### src/rtl/tlk2711_pkg.sv
// Shared types, character constants and the CRC-16-CCITT step for the TLK2711 TX framer.
// The CRC state exists only when TLK_FRAME_CRC_EN is defined.
package tlk2711_pkg;

  localparam logic [7:0]  K28_5    = 8'hBC;
  localparam logic [7:0]  D5_6     = 8'hC5;
  localparam logic [7:0]  D11_5    = 8'hAB;
  localparam logic [15:0] CRC_INIT = 16'hFFFF;
  localparam logic [15:0] CRC_POLY = 16'h1021;

  typedef enum logic [1:0] {
    MODE_NORM     = 2'd0,
    MODE_LOOPBACK = 2'd1,
    MODE_KCODE    = 2'd2,
    MODE_PRBS     = 2'd3
  } mode_e;

  typedef enum logic [2:0] {
    ST_IDLE,
    ST_COMMA,
    ST_SOF,
    ST_DATA,
`ifdef TLK_FRAME_CRC_EN
    ST_CRC,
`endif
    ST_LOOP,
    ST_KCODE,
    ST_PRBS
  } state_e;

  // Everything the framer drives off-chip, registered as one bundle.
  typedef struct packed {
    logic [15:0] txd;
    logic        tkmsb;
    logic        tklsb;
    logic        loopen;
    logic        prbsen;
    logic        enable;
    logic        lckrefn;
    logic        busy;
    logic        stop_ack;
  } tx_out_t;

  // One 16-bit word, MSB first, through the CCITT polynomial.
  function automatic logic [15:0] crc16_ccitt_step(input logic [15:0] crc,
                                                   input logic [15:0] data);
    logic [15:0] c;
    logic        fb;
    c = crc;
    for (int i = 15; i >= 0; i--) begin
      fb = c[15] ^ data[i];
      c  = {c[14:0], 1'b0};
      if (fb) c = c ^ CRC_POLY;
    end
    return c;
  endfunction

endpackage

### src/rtl/tlk2711_crc16.sv
// Word-wide CRC-16-CCITT accumulator: clr reloads the init value, en folds in one word.
module tlk2711_crc16
  import tlk2711_pkg::*;
(
  input  logic        clk,
  input  logic        rst_n,
  input  logic        clr_i,
  input  logic        en_i,
  input  logic [15:0] data_i,
  output logic [15:0] crc_o
);

  logic [15:0] crc_q;

  always_ff @(posedge clk or negedge rst_n) begin
    if (!rst_n)     crc_q <= CRC_INIT;
    else if (clr_i) crc_q <= CRC_INIT;
    else if (en_i)  crc_q <= crc16_ccitt_step(crc_q, data_i);
  end

  assign crc_o = crc_q;

endmodule

### src/rtl/tlk2711_tx_framer.sv
// TLK2711 TX framer / mode controller: NORM framing, loopback, K-code and PRBS modes.
// Define TLK_FRAME_CRC_EN to append a CRC-16-CCITT word after each payload.
module tlk2711_tx_framer
  import tlk2711_pkg::*;
#(
  parameter int         NUM_COMMA   = 2,
  parameter int         PAYLOAD_LEN = 32,
  parameter logic [7:0] IDLE_CHAR   = D5_6,
  parameter logic [7:0] SOF_CHAR    = D11_5
) (
  input  logic        clk,
  input  logic        rst_n,
  input  logic        i_start,
  input  logic [1:0]  i_mode,
  input  logic        i_stop,
  output logic        o_stop_ack,
  input  logic [15:0] s_data,
  input  logic        s_valid,
  output logic        s_ready,
  output logic [15:0] o_txd,
  output logic        o_tkmsb,
  output logic        o_tklsb,
  output logic        o_loopen,
  output logic        o_prbsen,
  output logic        o_enable,
  output logic        o_lckrefn,
  output logic        o_testen,
  output logic        o_busy,
  output logic [15:0] o_frame_cnt
);

  localparam logic [3:0]  LAST_COMMA = 4'(NUM_COMMA - 1);
  localparam logic [15:0] LAST_WORD  = 16'(PAYLOAD_LEN - 1);
  localparam logic [15:0] COMMA_WORD = {IDLE_CHAR, K28_5};
  localparam logic [15:0] SOF_WORD   = {SOF_CHAR, K28_5};

  state_e      state_q, state_d;
  logic [3:0]  comma_cnt_q, comma_cnt_d;
  logic [15:0] pay_cnt_q, pay_cnt_d;
  logic [15:0] frame_cnt_q, frame_cnt_d;
  logic        start_prev_q;
  tx_out_t     out_q, out_d;

  logic   start_ok, xfer, last_xfer, frame_end;
  state_e after_frame;

  assign start_ok    = i_start & ~start_prev_q & ~i_stop;
  assign s_ready     = (state_q == ST_DATA);
  assign xfer        = s_ready & s_valid;
  assign last_xfer   = xfer && (pay_cnt_q == LAST_WORD);
  assign after_frame = i_stop ? ST_IDLE : ST_COMMA;

`ifdef TLK_FRAME_CRC_EN
  logic [15:0] crc_value;

  tlk2711_crc16 u_crc (
    .clk    (clk),
    .rst_n  (rst_n),
    .clr_i  (state_q == ST_SOF),
    .en_i   (xfer),
    .data_i (s_data),
    .crc_o  (crc_value)
  );

  assign frame_end = (state_q == ST_CRC);
`else
  assign frame_end = last_xfer;
`endif

  // NOTE: sequential state uses non-blocking (<=) so every register samples pre-edge values.
  always_ff @(posedge clk or negedge rst_n) begin
    if (!rst_n) state_q <= ST_IDLE;
    else        state_q <= state_d;
  end

  // NOTE: default every always_comb output first so no path can infer a latch.
  always_comb begin
    state_d = state_q;
    case (state_q)
      ST_IDLE: begin
        if (start_ok) begin
          case (mode_e'(i_mode))
            MODE_NORM:     state_d = ST_COMMA;
            MODE_LOOPBACK: state_d = ST_LOOP;
            MODE_KCODE:    state_d = ST_KCODE;
            default:       state_d = ST_PRBS;
          endcase
        end
      end
      ST_COMMA: if (comma_cnt_q == LAST_COMMA) state_d = ST_SOF;
      ST_SOF:   state_d = ST_DATA;
`ifdef TLK_FRAME_CRC_EN
      ST_DATA:  if (last_xfer) state_d = ST_CRC;
      ST_CRC:   state_d = after_frame;
`else
      ST_DATA:  if (last_xfer) state_d = after_frame;
`endif
      ST_LOOP, ST_KCODE, ST_PRBS: if (i_stop) state_d = ST_IDLE;
      default:  state_d = ST_IDLE;
    endcase
  end

  always_comb begin
    out_d          = '0;
    out_d.lckrefn  = 1'b1;
    out_d.enable   = (state_q != ST_IDLE);
    out_d.busy     = (state_q != ST_IDLE);
    out_d.loopen   = (state_q == ST_LOOP);
    out_d.prbsen   = (state_q == ST_PRBS);
    // The previous cycle was busy and we now sit in IDLE: that is a completed stop.
    out_d.stop_ack = (state_q == ST_IDLE) && out_q.busy;
    case (state_q)
      ST_COMMA, ST_LOOP, ST_KCODE: begin
        out_d.txd   = COMMA_WORD;
        out_d.tklsb = 1'b1;
      end
      ST_SOF: begin
        out_d.txd   = SOF_WORD;
        out_d.tklsb = 1'b1;
      end
      ST_DATA: begin
        out_d.txd   = s_valid ? s_data : COMMA_WORD;
        out_d.tklsb = ~s_valid;
      end
`ifdef TLK_FRAME_CRC_EN
      ST_CRC:  out_d.txd = crc_value;
`endif
      default: ;
    endcase
  end

  always_comb begin
    comma_cnt_d = comma_cnt_q;
    pay_cnt_d   = pay_cnt_q;
    frame_cnt_d = frame_cnt_q;
    if (state_q == ST_COMMA)
      comma_cnt_d = (comma_cnt_q == LAST_COMMA) ? 4'd0 : comma_cnt_q + 4'd1;
    if (xfer)
      pay_cnt_d = last_xfer ? 16'd0 : pay_cnt_q + 16'd1;
    if ((state_q == ST_IDLE) && start_ok) frame_cnt_d = 16'd0;
    else if (frame_end)                   frame_cnt_d = frame_cnt_q + 16'd1;
  end

  always_ff @(posedge clk or negedge rst_n) begin
    if (!rst_n) begin
      comma_cnt_q  <= 4'd0;
      pay_cnt_q    <= 16'd0;
      frame_cnt_q  <= 16'd0;
      start_prev_q <= 1'b1;  // a start held through reset must not fire
      out_q        <= '0;
    end else begin
      comma_cnt_q  <= comma_cnt_d;
      pay_cnt_q    <= pay_cnt_d;
      frame_cnt_q  <= frame_cnt_d;
      start_prev_q <= i_start;
      out_q        <= out_d;
    end
  end

  assign o_txd       = out_q.txd;
  assign o_tkmsb     = out_q.tkmsb;
  assign o_tklsb     = out_q.tklsb;
  assign o_loopen    = out_q.loopen;
  assign o_prbsen    = out_q.prbsen;
  assign o_enable    = out_q.enable;
  assign o_lckrefn   = out_q.lckrefn;
  assign o_busy      = out_q.busy;
  assign o_stop_ack  = out_q.stop_ack;
  assign o_testen    = 1'b0;
  assign o_frame_cnt = frame_cnt_q;

endmodule

### config.mk
export PLATFORM = sky130hd
export DESIGN_NAME = tlk2711_tx_framer
export DESIGN_NICKNAME = d
export VERILOG_FILES = /design/src/rtl/tlk2711_pkg.sv /design/src/rtl/tlk2711_crc16.sv /design/src/rtl/tlk2711_tx_framer.sv
export SDC_FILE = /design/constraint.sdc
export NUM_CORES = 1
export LEC_CHECK = 0
export ABC_AREA = 1
export BUFFER_PORTS_ARGS = -buffer_cell sky130_fd_sc_hd__buf_2
export CORE_MARGIN = 2
export CORE_UTILIZATION = 35
export CTS_CLUSTER_DIAMETER = 50
export DETAILED_ROUTE_END_ITERATION = 12
export SYNTH_ARGS = -nofsm -noshare
export SYNTH_HDL_FRONTEND = slang
export SYNTH_SLANG_ARGS = --single-unit
export TNS_END_PERCENT = 100
### constraint.sdc
create_clock -name clk -period 1.9 [get_ports clk]
set_input_delay 0.38 -clock clk [delete_from_list [all_inputs] [get_ports clk]]
set_output_delay 0.38 -clock clk [all_outputs]
set_load 0.05 [all_outputs]
### After elaboration in Yosys (flattened, before gate mapping)

Index checks and enable logic that the tools add are counted.

| word-level totals | value |
|---|---|
| flip-flop bits (word level) | 62 |
| input bits | 23 |
| output and inout port bits | 42 |
| word-level logic and storage cells | 60 |

| cells by class | value |
|---|---|
| add/subtract/negate cells | 3 |
| equality and inequality tests | 14 |
| mux-type cells | 14 |
| bitwise operators | 6 |
| reductions and logical operators | 11 |

Operators with widths:

| kind | number |
|---|---|
| $mux W16 | 4 |
| $pmux W16 S3 | 1 |
| $add A16 B1 Y16 const B | 2 |
| $eq A16 B5 Y1 const B | 1 |
| $pmux W3 S5 | 1 |
| $mux W3 | 4 |
| $eq A3 B3 Y1 const B | 3 |
| $pmux W3 S3 | 1 |
| $eq A3 B2 Y1 const B | 2 |
| $ne A2 B2 Y1 const B | 3 |
| $reduce_or A3 Y1 | 2 |
| $add A4 B1 Y4 const B | 1 |
| $eq A4 B1 Y1 const B | 1 |
| $mux W4 | 1 |
| $reduce_and A4 Y1 | 1 |
| $reduce_or A4 Y1 | 1 |
| $and A1 B1 Y1 | 3 |
| $eq A3 B1 Y1 const B | 1 |
| $logic_and A1 B1 Y1 | 3 |
| $logic_not A3 Y1 | 1 |
| $not A1 Y1 | 3 |
| $reduce_bool A3 Y1 | 1 |
| $eq A2 B1 Y1 const B | 1 |
| $eq A2 B2 Y1 const B | 1 |
| 5 further kinds | 5 |

### Logic depth before layout (Yosys ltp)

| depth | value |
|---|---|
| word-level depth | 5 |
| mapped depth | 11 |
| gate-level depth less buffers | 10 |

### Worst setup path before layout

No wires, ideal clock.

| timing | value |
|---|---|
| path type | register -> register |
| start | register frame_cnt_q[1] (netlist: o_frame_cnt[1]) |
| end | register frame_cnt_q[8] (netlist: o_frame_cnt[8]) |
| library setup time | 0.118 ns |
| arrival time | 1.590 ns |
| setup slack | 0.192 ns |
| cell stages (with the launch flop) | 9 |
| path through | dfrtp_1 -> ha_1 -> inv_1 -> nor2_1 -> nand2_1 -> xor2_1 -> inv_1 -> nand3_1 -> nand2_1 |

| between the ends | value |
|---|---|
| cells in the longest elaborated chain, start to end | 3 |

Ends and longest elaborated chain:

| item | line | RTL |
|---|---|---|
| from (decl) | tlk2711_tx_framer.sv:40 | `logic [15:0] frame_cnt_q, frame_cnt_d;` |
| from (signal assigned) | tlk2711_tx_framer.sv:154 | `frame_cnt_q <= frame_cnt_d;` |
| $add A16 B1 Y16 | tlk2711_tx_framer.sv:141 | `else if (frame_end) frame_cnt_d = frame_cnt_q + 16'd1;` |
| $mux W16 | tlk2711_tx_framer.sv:141 |  |
| $mux W16 | tlk2711_tx_framer.sv:140 | `if ((state_q == ST_IDLE) && start_ok) frame_cnt_d = 16'd0;` |

Every way passes these cells. The select of a mux whose other input is x is not followed.
A chain may end at the register's enable or synchronous reset.

### Worst setup path in the final report

| timing | value |
|---|---|
| start | register state_q[1] |
| end | output s_ready |

| between the ends | value |
|---|---|
| cells in the longest elaborated chain, start to end | 1 |

Ends and longest elaborated chain:

| item | line | RTL |
|---|---|---|
| from (decl) | tlk2711_tx_framer.sv:37 | `state_e state_q, state_d;` |
| from (signal assigned) | tlk2711_tx_framer.sv:73 | `else state_q <= state_d;` |
| $eq A3 B2 Y1 | tlk2711_tx_framer.sv:48 | `assign s_ready = (state_q == ST_DATA);` |
| to (decl) | tlk2711_tx_framer.sv:19 | `output logic s_ready,` |

Every way passes these cells.

==> results.sh <==
export IMPL_place_congestion=0.876
export IMPL_post_route_util_pct=43.8
export IMPL_dieArea_mm2=0.00985
export IMPL_ys_seq_area_share_pct=48.9
export IMPL_final_nets=504
export IMPL_synth_ff_type="dfrtp_1"
export IMPL_insertion_delay_ps=340
export IMPL_synth_seq_cells=62
export IMPL_clk_pin_slew_worst_paths_ps=70
export IMPL_final_layout_size_suffix_gt1_share_pct=20.0
export IMPL_path_cells="nand2_2 -> nor2_4 -> buf_4 -> buf_4"
export IMPL_tns_ps=0
export IMPL_clk_path_buf_depth=2
export IMPL_netlist_top_cells_area="dfrtp_1, nand2_1, nor2_1"
export IMPL_overflow=0
export IMPL_cts_buffers=9
export IMPL_p_leak_nw=1.99
export IMPL_reg2reg_depth=10
export IMPL_p_per_area_mw_per_mm2=1220
export IMPL_fin_total_pwr_mw=4.69
export IMPL_die_w_um=99.3
export IMPL_synth_edf_count=0
export IMPL_syn_area_mm2=0.00318
export IMPL_worst_path_max_delay_cell="dfrtp_1"
export IMPL_via_per_inst=4.68
export IMPL_grt_max_degree=63
export IMPL_holdWs_ps=45.9
export IMPL_core_mm2=0.00876
export IMPL_path_delay_family="flip-flops"
export IMPL_period_share_pct=94.1
export IMPL_areaGrowthSynthToFinish_pct=20.8
export IMPL_reg2reg_from="pay_cnt_q[1]$_DFFE_PN0P_"
export IMPL_grt_pass1_wl_mm=12.0
export IMPL_dp_hpwl_mm=5.26
export IMPL_hold_viol=0
export IMPL_antenna_found_initial=0
export IMPL_num_vias=2772
export IMPL_firstDrtPassIters=5
export IMPL_fin_ws_ps=113
export IMPL_cp_common_cell="buf_4"
export IMPL_timing_rr_end="o_frame_cnt[8]$_DFFE_PN0P_"
export IMPL_max_freq_mhz=559
export IMPL_worst_setup_path_start_kind="flop"
export IMPL_cts_tree="done"
export IMPL_fin_skew_ps=7.37
export IMPL_ys_types=31
export IMPL_endpoint_kind="output port"
export IMPL_max_stage_delay_ps=430
export IMPL_final_cell_mix="nand2_1, buf_2, dfrtp_1, nor2_1, inv_1"
export IMPL_drc=0
export IMPL_syn_inst=407
export IMPL_cts_resized=1
export IMPL_ir_drop_v=0.000787
export IMPL_std_cell_rows=34
export IMPL_dieHeight_um=99.3
export IMPL_layout_commonest_cell="nand2_1"
export IMPL_synthArstFlopShare_pct=100
export IMPL_fillers=886
export IMPL_root_buffer="clkbuf_8"
export IMPL_cp_buffers_inverters=2
export IMPL_synth_top_cell_area_share_pct=48.1
export IMPL_post_cts_buffers=0
export IMPL_critPathMaxFanout=11
export IMPL_cap_violations=0
export IMPL_boundaryPins=65
export IMPL_avgSynthCellArea_um2=7.81
export IMPL_wl_per_cell_um=12.1
export IMPL_drt_iter0_drc=144
export IMPL_antenna_left=0
export IMPL_grt_pass1_vias=2589
export IMPL_track_usage_pct=15.3
export IMPL_path_class="reg -> out"
export IMPL_rsz0062_at_grt="false"
export IMPL_cts_max_level=3
export IMPL_yosysWarnings=0
export IMPL_status="finished clean"
export IMPL_holdBufCountCts=0
export IMPL_hp_class="in -> async"
export IMPL_cp_arrival_ps=1410
export IMPL_layout_min_cycle_time_ps=1790
export IMPL_finalSetupViolCount=0
export IMPL_dp_slack_ps=259
export IMPL_cp_data_required_time_ps=1520
export IMPL_clock_sinks=62
export IMPL_drt_wl_total_mm=7.14
export IMPL_synth_largest_area_cell="dfrtp_1"
export IMPL_drv_slew=0
export IMPL_r2r_slack_ps=260
export IMPL_initial_core_util_pct=36.3
export IMPL_io_buffer_count=62
export IMPL_antenna_cells=0
==> through the flow <==
| stage | cells | area (um2) |
|---|---|---|
| global route | 592 | 3840 |
| global placement | 576 | 3630 |
| CTS | 592 | 3840 |
| detailed placement | 576 | 3630 |
| finish | 592 | 3840 |
| floorplan | 408 | 3180 |
==> where the power goes <==
part | switching (mW) | internal, mW
sequential | 0.148 | 1.60
clock | 0.523 | 0.682
combinational | 1.32 | 0.412
==> state kept, by name (all words and copies together) (netlist names) <==
name          flops
o_frame_cnt      16
o_txd            16
pay_cnt_q        16
comma_cnt_q       4
state_q           3
o_busy            1
o_lckrefn         1
o_loopen          1
o_prbsen          1
o_stop_ack        1
o_tklsb           1
start_prev_q      1
==> synthesized netlist by cell type (all sizes together) (2+ instances only) <==
cell    number
nand2      144
a21oi        4
nor3        12
nand4       17
xnor2        3
dfrtp       61
o21ai       10
ha           2
xor2        10
nor2        53
inv         34
conb         2
nand3       34
buf          9
o21bai       4
==> kinds of logic (layout without fill, tap and decap cells) <==
family | Yosys count | after routing | share of synthesized area (%)
xor gates and xnor gates | 13 | 13 | 3.58
DFF | 62 | 62 | 48.9
and+or+nand+nor | 264 | 264 | 36.6
other | 2 | 3 | 0.236
AOI/OAI and AO/OA | 20 | 20 | 3.62
buffers and inverters | 44 | 120 | 6.34
adders and majority gates | 2 | 2 | 0.788
==> area by class of cell <==
cell class              count  area, um2  area share, %
flip-flops and latches     62       1550           40.5
multi-input cells         302       1430           37.2
repair buffers             69        378           9.84
clock buffers              12        155           4.04
inverters                  35        136           3.55
well taps                 108        135           3.52
clock inverters             4       53.8           1.40
==> worst register-to-register path: stages, from the launching register on <==
cell,delay [ps]
dfrtp_1,380
ha_1,190
nand2_1,120
nor2_4,170
inv_1,70
nor2_1,130
nand3_2,110
nand2_1,110
inv_2,120
nand2_1,90
nand2_1,50
==> worst max-delay path by stage <==
| stage | cells after the start | start | slack (ps) | end |
|---|---|---|---|---|
| finish | 4 | state_q[1]$_DFFE_PN0P_ | 110 | s_ready |
| global route | 4 | state_q[1]$_DFFE_PN0P_ | 10 | s_ready |
| CTS | 4 | state_q[0]$_DFFE_PN0P_ | 60 | s_ready |
| detailed placement | 10 | pay_cnt_q[1]$_DFFE_PN0P_ | 260 | o_frame_cnt[3]$_DFFE_PN0P_ |
| global placement | 7 | pay_cnt_q[8]$_DFFE_PN0P_ | 350 | pay_cnt_q[5]$_DFFE_PN0P_ |
| floorplan | 8 | o_frame_cnt[1]$_DFFE_PN0P_ | 190 | o_frame_cnt[8]$_DFFE_PN0P_ |
==> per-layer routing <==
layer	part of all wire [%]	vias up	global-route usage (%)
met3	4.2	5	5.13
met5	0	-	0
met2	47	40	24.0
met1	48	1284	20.0
li1	-	1443	-
met4	1.0	0	4.85
Power figures use the tool's default switching activity.
